--- config.mk ---
export PLATFORM = sky130hd
export DESIGN_NAME = ram_bus_arbiter
export DESIGN_NICKNAME = d
export VERILOG_FILES = /design/src/rtl/ram_bus_arbiter.sv
export SDC_FILE = /design/constraint.sdc
export NUM_CORES = 1
export LEC_CHECK = 0
export ABC_AREA = 1
export BUFFER_PORTS_ARGS = -buffer_cell sky130_fd_sc_hd__buf_2
export CAP_MARGIN = 20
export CORE_AREA = 2 2 107 109
export CTS_CLUSTER_DIAMETER = 150
export DETAILED_ROUTE_END_ITERATION = 8
export DIE_AREA = 0 0 109 111
export SLEW_MARGIN = 20
export SYNTH_ARGS = -nofsm -noshare
export SYNTH_HDL_FRONTEND = slang
export SYNTH_SLANG_ARGS = --single-unit
--- constraint.sdc ---
create_clock -name CLK -period 2.35 [get_ports CLK]
set_input_delay 0.47 -clock CLK [delete_from_list [all_inputs] [get_ports CLK]]
set_output_delay 0.47 -clock CLK [all_outputs]
set_load 0.02 [all_outputs]
--- src/rtl/ram_bus_arbiter.sv ---
// Two-master (I-fetch / data) arbiter onto a single generic-bus RAM port.
// Grant is registered; slave signals mirror the granted master while serving.
module ram_bus_arbiter #(
  parameter int ADDR_W      = 32,
  parameter int DATA_W      = 32,
  parameter int ROUND_ROBIN = 1,
  parameter int TIMEOUT_CYC = 64
) (
  input  logic                CLK,
  input  logic                RST,
  input  logic [ADDR_W-1:0]   i_addr,
  input  logic                i_ren,
  output logic [DATA_W-1:0]   i_rdata,
  output logic                i_busy,
  input  logic [ADDR_W-1:0]   d_addr,
  input  logic [DATA_W-1:0]   d_wdata,
  input  logic [DATA_W/8-1:0] d_byte_en,
  input  logic                d_ren,
  input  logic                d_wen,
  output logic [DATA_W-1:0]   d_rdata,
  output logic                d_busy,
  output logic [ADDR_W-1:0]   s_addr,
  output logic [DATA_W-1:0]   s_wdata,
  output logic [DATA_W/8-1:0] s_byte_en,
  output logic                s_ren,
  output logic                s_wen,
  input  logic [DATA_W-1:0]   s_rdata,
  input  logic                s_busy,
  output logic                timeout_err
);

  localparam bit TO_EN = (TIMEOUT_CYC > 0);
  localparam int TW    = TO_EN ? $clog2(TIMEOUT_CYC + 1) : 1;
  localparam logic [TW-1:0] TO_LAST =
    TO_EN ? TW'(TIMEOUT_CYC - 1) : '0;

  typedef enum logic [1:0] {
    IDLE,
    SERVE_I,
    SERVE_D
  } state_e;

  typedef enum logic {
    GNT_I,
    GNT_D
  } gnt_e;

  state_e        state_q, state_d;
  gnt_e          last_q, last_d;
  logic [TW-1:0] timer_q, timer_d;

  logic d_req;
  logic to_hit;
  logic pick_d;

  assign d_req  = d_ren | d_wen;
  assign to_hit = TO_EN && s_busy && (timer_q == TO_LAST);

  // On contention: fixed priority favours D, round-robin avoids repeating
  always_comb begin
    pick_d = 1'b0;
    if (d_req && !i_ren) begin
      pick_d = 1'b1;
    end else if (d_req && i_ren) begin
      pick_d = (ROUND_ROBIN == 0) || (last_q == GNT_I);
    end
  end

  always_comb begin
    state_d     = state_q;
    last_d      = last_q;
    timer_d     = timer_q;
    s_addr      = '0;
    s_wdata     = '0;
    s_byte_en   = '0;
    s_ren       = 1'b0;
    s_wen       = 1'b0;
    i_busy      = 1'b1;
    d_busy      = 1'b1;
    i_rdata     = '0;
    d_rdata     = '0;
    timeout_err = 1'b0;
    unique case (state_q)
      IDLE: begin
        timer_d = '0;
        if (pick_d) begin
          state_d = SERVE_D;
          last_d  = GNT_D;
        end else if (i_ren) begin
          state_d = SERVE_I;
          last_d  = GNT_I;
        end
      end
      SERVE_I: begin
        s_addr    = i_addr;
        s_byte_en = '1;
        s_ren     = i_ren;
        if (!i_ren) begin
          state_d = IDLE;
        end else if (!s_busy) begin
          i_busy  = 1'b0;
          i_rdata = s_rdata;
          state_d = IDLE;
        end else if (to_hit) begin
          i_busy      = 1'b0;
          timeout_err = 1'b1;
          state_d     = IDLE;
        end else begin
          timer_d = timer_q + TW'(1);
        end
      end
      SERVE_D: begin
        s_addr    = d_addr;
        s_wdata   = d_wdata;
        s_byte_en = d_byte_en;
        s_ren     = d_ren;
        s_wen     = d_wen;
        if (!d_req) begin
          state_d = IDLE;
        end else if (!s_busy) begin
          d_busy  = 1'b0;
          d_rdata = s_rdata;
          state_d = IDLE;
        end else if (to_hit) begin
          d_busy      = 1'b0;
          timeout_err = 1'b1;
          state_d     = IDLE;
        end else begin
          timer_d = timer_q + TW'(1);
        end
      end
      default: begin
        state_d = IDLE;
      end
    endcase
  end

  always_ff @(posedge CLK) begin
    if (RST) begin
      state_q <= IDLE;
      last_q  <= GNT_I;
      timer_q <= '0;
    end else begin
      state_q <= state_d;
      last_q  <= last_d;
      timer_q <= timer_d;
    end
  end

endmodule

==> metrics.cfg, run 1 <==
[run_status]
status = complete, no violations

[critical_path]
r2r_start = state_q[1]$_SDFFE_PP0P_
crit_arrival_ns = 1.70
crit_path_start_kind = register
worstPathRequired_ns = 1.88
critPathMaxFanout = 36
cpPeakStageDelay_ns = 0.36
crit_family = buffers and inverters
critPathSlowestCell = dfxtp_2
reg2reg_slack_ns = 0.55
crit_path_end_kind = output pin
crit_start = state_q[0]$_SDFFE_PP0P_
worst_r2r_path_depth = 11
worst-path-buf-inv = 4
cp_cell_sequence = inv_1 -> ha_1 -> inv_1 -> buf_12 -> a21oi_1 -> buf_2
critPathKind = reg2out
r2r-end = timer_q[1]$_SDFFE_PP0P_
crit_top_cell = inv_1

[die]
fp.dieH_um = 111
die_area_um2 = 12100
fp-row-count = 39
core_area_um2 = 11100
die_x_um = 109
ioPinCount = 275
initial_core_util_pct = 17.6

[hold_path]
min_path_type = reg2reg
hold_path_end = last_q$_SDFFE_PP0P_
min-delay-start = last_q$_SDFFE_PP0P_
whs_path_depth = 2

[clocking]
cts_tree = built
path_clk_slew_ns = 0.04
cts_root_buf = clkbuf_16
clk_latency_ns = 0.24
cts_buffer_depth = 2
cts_inserted_buffers = 3
postCtsHoldBufs = 0
clock-sinks = 10
cts_htree_levels = 1

[synth]
yosysWarnings = 0
synth.distinct_cells = 26
ys_seq_area_share_pct = 10.3
synth_top_area_share_pct = 32.6
yosys.area.top_type = nand2_1
synth_edf_count = 0
syn_nets = 558
synthesis.area_um2 = 1940
syn_inst = 415
yosys-top-cells-area = nand2_1, nor2_1, a21oi_1
avgSynthCellArea_um2 = 4.69
synth_ff_type = dfxtp_1
synth.ff_latch_count = 10
async_reset_ff_share_pct = 0

[drt]
wl_met1_um = 3400
detail_route.wl_per_cell_um = 11.0
met3_length_um = 743
routed_via_density = 4.10
firstDrtPassIters = 4
drtIter0Drc = 151
highest_layer = met4
drc = 0
num_vias = 3352
wl_met2_um = 4650
antenna_left = 0
wirelength_um = 8970

[final_layout]
fin_nets = 818
multi_input_area_um2 = 1430
finalNonFillerCells = 817
seq_area_um2 = 203
n_antenna_cell = 0
final.fill_count = 1274
drive_gt1_share_pct = 44.4
final_area_um2 = 3580
area_growth_pct = 84.2

[global_routing]
grt_max_degree = 69
grt_pass1_wl_um = 13200
overflow = 0
grt_pass1_vias = 2671
antenna_found_initial = 0
grt.total_usage_pct = 13.3

[timing]
finalSetupViolCount = 0
layout_setup_ws_ns = 0.179
drv_slew = 0
hold_viol = 0
finalCritPeriodShare_pct = 92.4
timing.fmax_mhz = 461
maxSlewHeadroom_pct = 75.8
setup_tns_ns = 0
period_minus_slack_ns = 2.17
rsz0062_at_grt = false
fin_skew_ns = 0.00198
tightest_slew_ns = 0.362

[placed_design]
dpl-instance-area_um2 = 3490
pre_cts_ws_ns = 0.373
io_buffers = 274
place_hpwl_um = 7250
gp_congestion = 0.824
dp.cells = 813

[power]
max-vdd-ir-drop_mv = 0.555
power_density_nw_per_um2 = 403
leakage_nw = 2.34
power_w = 0.00144

[job]
maxCapViolCount = 0

## through the flow
| stage | hold slack, ns | util [%] |
|---|---|---|
| final | 0.463 | 32.3 |
| after global routing | 0.477 | 32.3 |
| after CTS | 0.460 | 32.3 |
| after detailed placement | 0.452 | 31.5 |
| after global placement | 0.459 | 31.5 |
| after floorplan | 0.433 | - |
## layout by cell type, fill, tap and decap left out, drive strengths merged
| cell type | n |
|---|---|
| clkbuf | 4 |
| nand4 | 3 |
| nand3 | 11 |
| a21oi | 43 |
| nor2 | 81 |
| ha | 5 |
| nor3b | 1 |
| buf | 280 |
| inv | 55 |
| dfxtp | 10 |
| nor4 | 1 |
| nor3 | 2 |
| nand2 | 174 |
| o21ai | 3 |
| a31oi | 1 |
## worst max-delay path by stage
stage                               to  slack, ns  cells past startpoint
after global placement    s_byte_en[1]       0.42                      6
final                        s_addr[4]       0.18                      6
after detailed placement  s_byte_en[1]       0.37                      6
after floorplan            timeout_err       0.28                      6
after CTS                 s_byte_en[1]       0.11                      6
after global routing         s_addr[4]       0.06                      6
## power breakdown
group,switching [W],internal [W]
Sequential,0.0000139,0.000185
Combinational,0.000586,0.000321
Clock,0.0000825,0.000256
## Yosys cell counts (2+ instances only)
library cell    n
clkbuf_1        8
buf_1           5
nand2_4         3
inv_2           2
nand4_1         3
nor3_1          2
ha_1            5
inv_1          53
nand3_1        10
a21oi_1        43
nand2_1       169
dfxtp_1        10
nand2_2         2
buf_2          10
nor2_1         78
buf_4           2
## sequential cells by signal, summed over array words and instances, names as in the netlist
signal   cells
timer_q      7
state_q      2
last_q       1
## tightest hold or removal path, delay by kind of cell, from the launching register on
| family | cells | cell delay, ns |
|---|---|---|
| AOI/OAI and AO/OA | 1 | 0.05 |
| DFF | 1 | 0.30 |
| and+or+nand+nor | 1 | 0.06 |
## layer usage
layer	vias up	GRT usage [%]
met4	0	3.76
met2	136	24.8
met1	1440	15.8
met5	-	0
li1	1760	-
met3	16	1.41
## area by class of cell
cell class	count	share of cell area, %
timing repair buffer	280	41.3
multi-input combinational	325	39.8
inverter	55	5.76
sequential	10	5.66
tap	143	4.99
clock buffer	4	2.48
## logic make-up after synthesis
family | Yosys count | share of synthesized area, %
buf+inv | 80 | 16.5
simple gates | 273 | 57.3
compound gates | 47 | 12.7
flops | 10 | 10.3
fa+ha+maj | 5 | 3.22
## what timing repair did
item,CTS,global route
gates resized for setup,0,2
buffers inserted,0,0
endpoints found under the setup margin,0,2
No activity file was read; power rests on OpenSTA's default activity.
==> run 2: changes to the inputs <==
Settings changed: CELL_PAD_IN_SITES_DETAIL_PLACEMENT set to 2, CELL_PAD_IN_SITES_GLOBAL_PLACEMENT set to 2, CORE_AREA 2 2 107 109 to unset, CORE_MARGIN set to 2, CORE_UTILIZATION set to 11, DIE_AREA 0 0 109 111 to unset, PLACE_DENSITY_LB_ADDON set to 0.1.
==> metrics.cfg, run 2 (synthesized netlist as in run 1, its figures left out) <==
[run_status]
status = complete, no violations

[hold_path]
min_path_type = reg2reg
hold_path_end = last_q$_SDFFE_PP0P_
whs_path_depth = 2
min-delay-start = last_q$_SDFFE_PP0P_

[final_layout]
multi_input_area_um2 = 1450
most-common-layout-cells = buf_2, nand2_1, nor2_1
final.fill_count = 2226
final_common_cell = buf_2
fin_util_pct = 21.4
regMostFlops = timer_q
drive_gt1_share_pct = 44.8
top_regs = timer_q (7), state_q (2), last_q (1)
fin_nets = 819
largest_register_ff_count = 7
area_growth_pct = 90.7
seq_area_um2 = 203
final_area_um2 = 3710

[timing]
period_minus_slack_ns = 2.24
rsz0062_at_grt = false
setup_tns_ns = 0
tightest_slew_ns = 0.337
maxSlewHeadroom_pct = 77.4
finalCritPeriodShare_pct = 95.5
fin_skew_ns = 0.00128
finalSetupViolCount = 0
drv_slew = 0
hold_viol = 0
holdWs_ns = 0.471
timing.fmax_mhz = 446

[global_routing]
grt_max_degree = 59
antenna_found_initial = 1
grt.total_usage_pct = 13.7
overflow = 0
grt_pass1_vias = 3690
grt_pass1_wl_um = 20400

[die]
fp-row-count = 48
die_x_um = 137
core_area_um2 = 17300
die_area_um2 = 18800
fp.dieH_um = 137
initial_core_util_pct = 11.2
ioPinCount = 275

[clocking]
clk_latency_ns = 0.24
path_clk_slew_ns = 0.04
cts_buffer_depth = 2
cts_htree_levels = 1
cts_inserted_buffers = 3
clock-sinks = 10
cts_tree = built
cts_root_buf = clkbuf_16

[power]
power.share.switching_pct = 49.7
comb_power_share_pct = 65.6
p_clk_share_pct = 20.6
power_switching_w = 0.000728
leakage_nw = 2.35
p_int_w = 0.000736
power_density_nw_per_um2 = 395
p_seq_share_pct = 13.8
max-vdd-ir-drop_mv = 0.224

[critical_path]
crit_arrival_ns = 1.77
crit_path_end_kind = output pin
r2r_start = state_q[1]$_SDFFE_PP0P_
cp_cell_sequence = inv_1 -> ha_2 -> nand2_1 -> nor4_2 -> buf_2
critPathSlowestCell = dfxtp_2
critPathKind = reg2out
cpPeakStageDelay_ns = 0.39
critPathMaxFanout = 5
crit_family = simple AND/OR/NAND/NOR gates
r2r-end = timer_q[1]$_SDFFE_PP0P_
worst_r2r_path_depth = 11
crit_path_start_kind = register
worst-path-buf-inv = 2
worstPathRequired_ns = 1.88
reg2reg_slack_ns = 0.48
crit_start = state_q[1]$_SDFFE_PP0P_

[drt]
wirelength_um = 13700
drc = 0
firstDrtPassIters = 4
routed_via_density = 3.92
antenna_left = 0
drtIter0Drc = 90
num_vias = 3529
detail_route.wl_per_cell_um = 15.2

[placed_design]
dpl-instance-area_um2 = 3590
place_hpwl_um = 11600
gp_congestion = 0.744
io_buffers = 274

[job]
maxCapViolCount = 0

run 2: area by class of cell:
class                   instances  share of cell area (%)
diodes                          1                  0.0675
flip-flops and latches         10                    5.47
well taps                     225                    7.59
clock buffers                   3                    2.02
repair buffers                281                    40.2
inverters                      55                    5.57
multi-input cells             325                    39.1
run 2: power by group through the flow:
stage	logic, W	registers, W	clock network (W)
floorplan	0.000559	0.000198	0
global placement	0.000948	0.000200	0
detailed placement	0.000974	0.000202	0
CTS	0.000983	0.000200	0.000309
global route	0.00107	0.000204	0.000316
finish	0.000961	0.000201	0.000301
run 2: metrics by stage:
step,total power (W),worst slack (ns),cells
after global routing,0.00159,0.0197,900
after detailed placement,0.00118,0.173,895
after CTS,0.00149,0.0280,898
after global placement,0.00115,0.319,895
final,0.00146,0.106,900
after floorplan,0.000757,0.278,415
run 2: worst max-delay path by stage:
stage,endpoint,slack [ns],cells after the start
after global routing,timeout_err,0.02,6
after floorplan,timeout_err,0.28,6
final,timeout_err,0.11,5
after global placement,d_rdata[14],0.32,8
after CTS,s_addr[19],0.03,6
after detailed placement,d_rdata[16],0.17,8
run 2: worst register-to-register path: stages (launching register included):
cell and delay [ns]:
dfxtp_2 0.39, inv_1 0.09, ha_1 0.24, buf_6 0.22, inv_2 0.15, o21ai_4 0.09, nor2_8 0.18, nand2_1 0.07
nand2_1 0.12, inv_2 0.06, o21ai_1 0.10, nor2_1 0.05
run 2: per-layer routing:
metal | up-vias | part of all wire (%) | global-route usage [%]
met2 | 132 | 56 | 28.6
met5 | - | 0 | 0
met1 | 1623 | 36 | 14.2
met3 | 10 | 7.3 | 2.11
li1 | 1764 | - | -
met4 | 0 | 0.95 | 2.12
run 2: what timing repair did:
action / CTS / global route
resized for setup: 3 / 5
buffers inserted: 0 / 1
pin swaps: 0 / 1
endpoints found under the hold margin: 0 / 0
endpoints found under the setup margin: 34 / 88
hold buffers: 0 / 0
==> run 3: changes to the inputs <==
Settings changed: ABC_AREA 1 to 0.
==> metrics.cfg, run 3 <==
[run_status]
status = complete, no violations

[synth]
yosys.area.top_type = nor2_1
synthesis.area_um2 = 1810
yosys-top-cells-area = nor2_1, a22oi_1, nand2b_1
synth.ff_latch_count = 10
synth_ff_type = dfxtp_1
synth.distinct_cells = 42
yosysMostFrequentCell = nor2_1
synth_simple_gate_area_share_pct = 52.1
ys_seq_area_share_pct = 11.0
async_reset_ff_share_pct = 0
synth_top_area_share_pct = 21.1
yosys.area_share.adder_pct = 3.45
synth_compound_area_share_pct = 24.5
synth_edf_count = 0
synth_top_family_by_area = simple AND/OR/NAND/NOR gates
avgSynthCellArea_um2 = 5.95
yosysWarnings = 0
syn_nets = 448
synthMuxAreaShare_pct = 1.10
synth_common_cells = nor2_1, nand2b_1, and2_1
syn_inst = 305
synth_xor_xnor_area_share_pct = 0

[timing]
setup_tns_ns = 0
period_minus_slack_ns = 2.25
finalCritPeriodShare_pct = 95.7
tightest_slew_ns = 0.534
layout_setup_ws_ns = 0.101
maxSlewHeadroom_pct = 64.3
finalSetupViolCount = 0
drv_slew = 0
timing.fmax_mhz = 445
hold_viol = 0
fin_skew_ns = 0.00216

[clocking]
clk_latency_ns = 0.24
cts_buffer_depth = 2
path_clk_slew_ns = 0.04
cts_tree = built
cts_root_buf = clkbuf_16
cts_setup_buffers = 0
postCtsHoldBufs = 0
clock-sinks = 10
cts_inserted_buffers = 3
cts_htree_levels = 1

[global_routing]
grt.total_usage_pct = 14.9
grt_pass1_wl_um = 20700
grt_max_degree = 43
antenna_found_initial = 4
grt_pass1_vias = 3281
overflow = 0

[critical_path]
critPathKind = reg2out
crit_path_end_kind = output pin
critPathMaxFanout = 33
worstPathRequired_ns = 1.88
crit_arrival_ns = 1.78
crit_path_start_kind = register

[die]
fp-row-count = 46
fp.dieH_um = 132
ioPinCount = 275
core_area_um2 = 16000
initial_core_util_pct = 11.3
die_area_um2 = 17500
die_x_um = 132

[drt]
wirelength_um = 14200
firstDrtPassIters = 4
drtIter0Drc = 103
antenna_left = 0
drc = 0
detail_route.wl_per_cell_um = 18.1
num_vias = 3168
routed_via_density = 4.04

[job]
maxCapViolCount = 0

[final_layout]
area_growth_pct = 98.8
regMostFlops = timer_q
final.fill_count = 2046
largest_register_ff_count = 7
most-common-layout-cells = buf_2, nor2_1, nand2b_1
drive_gt1_share_pct = 52.3
fin_nets = 708
top_regs = timer_q (7), state_q (2), last_q (1)
final_common_cell = buf_2

[placed_design]
pre_cts_ws_ns = 0.210
place_hpwl_um = 11700
gp_congestion = 0.777
io_buffers = 274

[power]
power_density_nw_per_um2 = 388
leakage_nw = 1.95
power_w = 0.00140
max-vdd-ir-drop_mv = 0.255

[hold_path]
min_path_type = reg2reg

-- run 3: per-layer routing --
layer	wire length (µm)	track usage, %
met4	113	2.09
met1	5370	16.0
met3	795	3.33
met2	7920	30.1
met5	0	0
-- run 3: repair_timing --
item | CTS | global route
gates resized for setup | 1 | 2
gates cloned | 0 | 1
setup endpoints to repair | 2 | 37
pin swaps | 0 | 1
-- run 3: power by group --
group	total (W)	internal [W]	switching (W)	leakage, nW
registers	0.000193	0.000181	0.0000119	0.0817
clock network	0.000345	0.000257	0.0000885	0.0442
logic	0.000862	0.000337	0.000526	1.83
-- run 3: critical path: stages, from the launching register on --
cell and delay [ns]:
dfxtp_1 0.33, inv_1 0.15, ha_4 0.25, buf_12 0.18
o21ai_2 0.08, buf_12 0.17, nor2_1 0.17, buf_2 0.19
-- run 3: worst paths after layout --
path / endpoint / slack (ns) / cells after the start / from
worst min-delay path: timer_q[6]$_SDFFE_PP0P_ / 0.44 / 1 / timer_q[6]$_SDFFE_PP0P_
worst min register to register: timer_q[6]$_SDFFE_PP0P_ / 0.44 / 1 / timer_q[6]$_SDFFE_PP0P_
worst max register to register: timer_q[4]$_SDFFE_PP0P_ / 0.39 / 7 / state_q[0]$_SDFFE_PP0P_
worst max-delay path: d_rdata[6] / 0.10 / 7 / state_q[0]$_SDFFE_PP0P_
-- run 3: kinds of logic after synthesis --
kind of cell | Yosys count
adder cells (fa/ha/maj) | 5
flip-flops | 10
buffers and inverters | 35
AND/OR/NAND/NOR | 193
AO/OA/AOI/OAI | 60
multiplexers | 2
-- run 3: cell type report --
cell class | count | area [µm²] | area share [%]
Multi-Input combinational cell | 260 | 1490 | 41.3
Timing Repair Buffer | 283 | 1520 | 42.1
Clock buffer | 4 | 88.8 | 2.46
Antenna cell | 4 | 10.0 | 0.277
Sequential cell | 10 | 201 | 5.58
Inverter | 7 | 26.3 | 0.728
Tap cell | 216 | 270 | 7.49
-- run 3: metrics by stage --
stage / cell area, µm² / utilization [%] / hold WS [ns] / std cells
6_report: 3610 / 22.5 / 0.439 / 784
5_1_grt: 3600 / 22.5 / 0.462 / 782
4_1_cts: 3570 / 22.3 / 0.442 / 779
3_5_place_dp: 3470 / 21.7 / 0.436 / 775
3_3_place_gp: 3470 / 21.7 / 0.436 / 775
2_1_floorplan: 1810 / - / 0.423 / 305
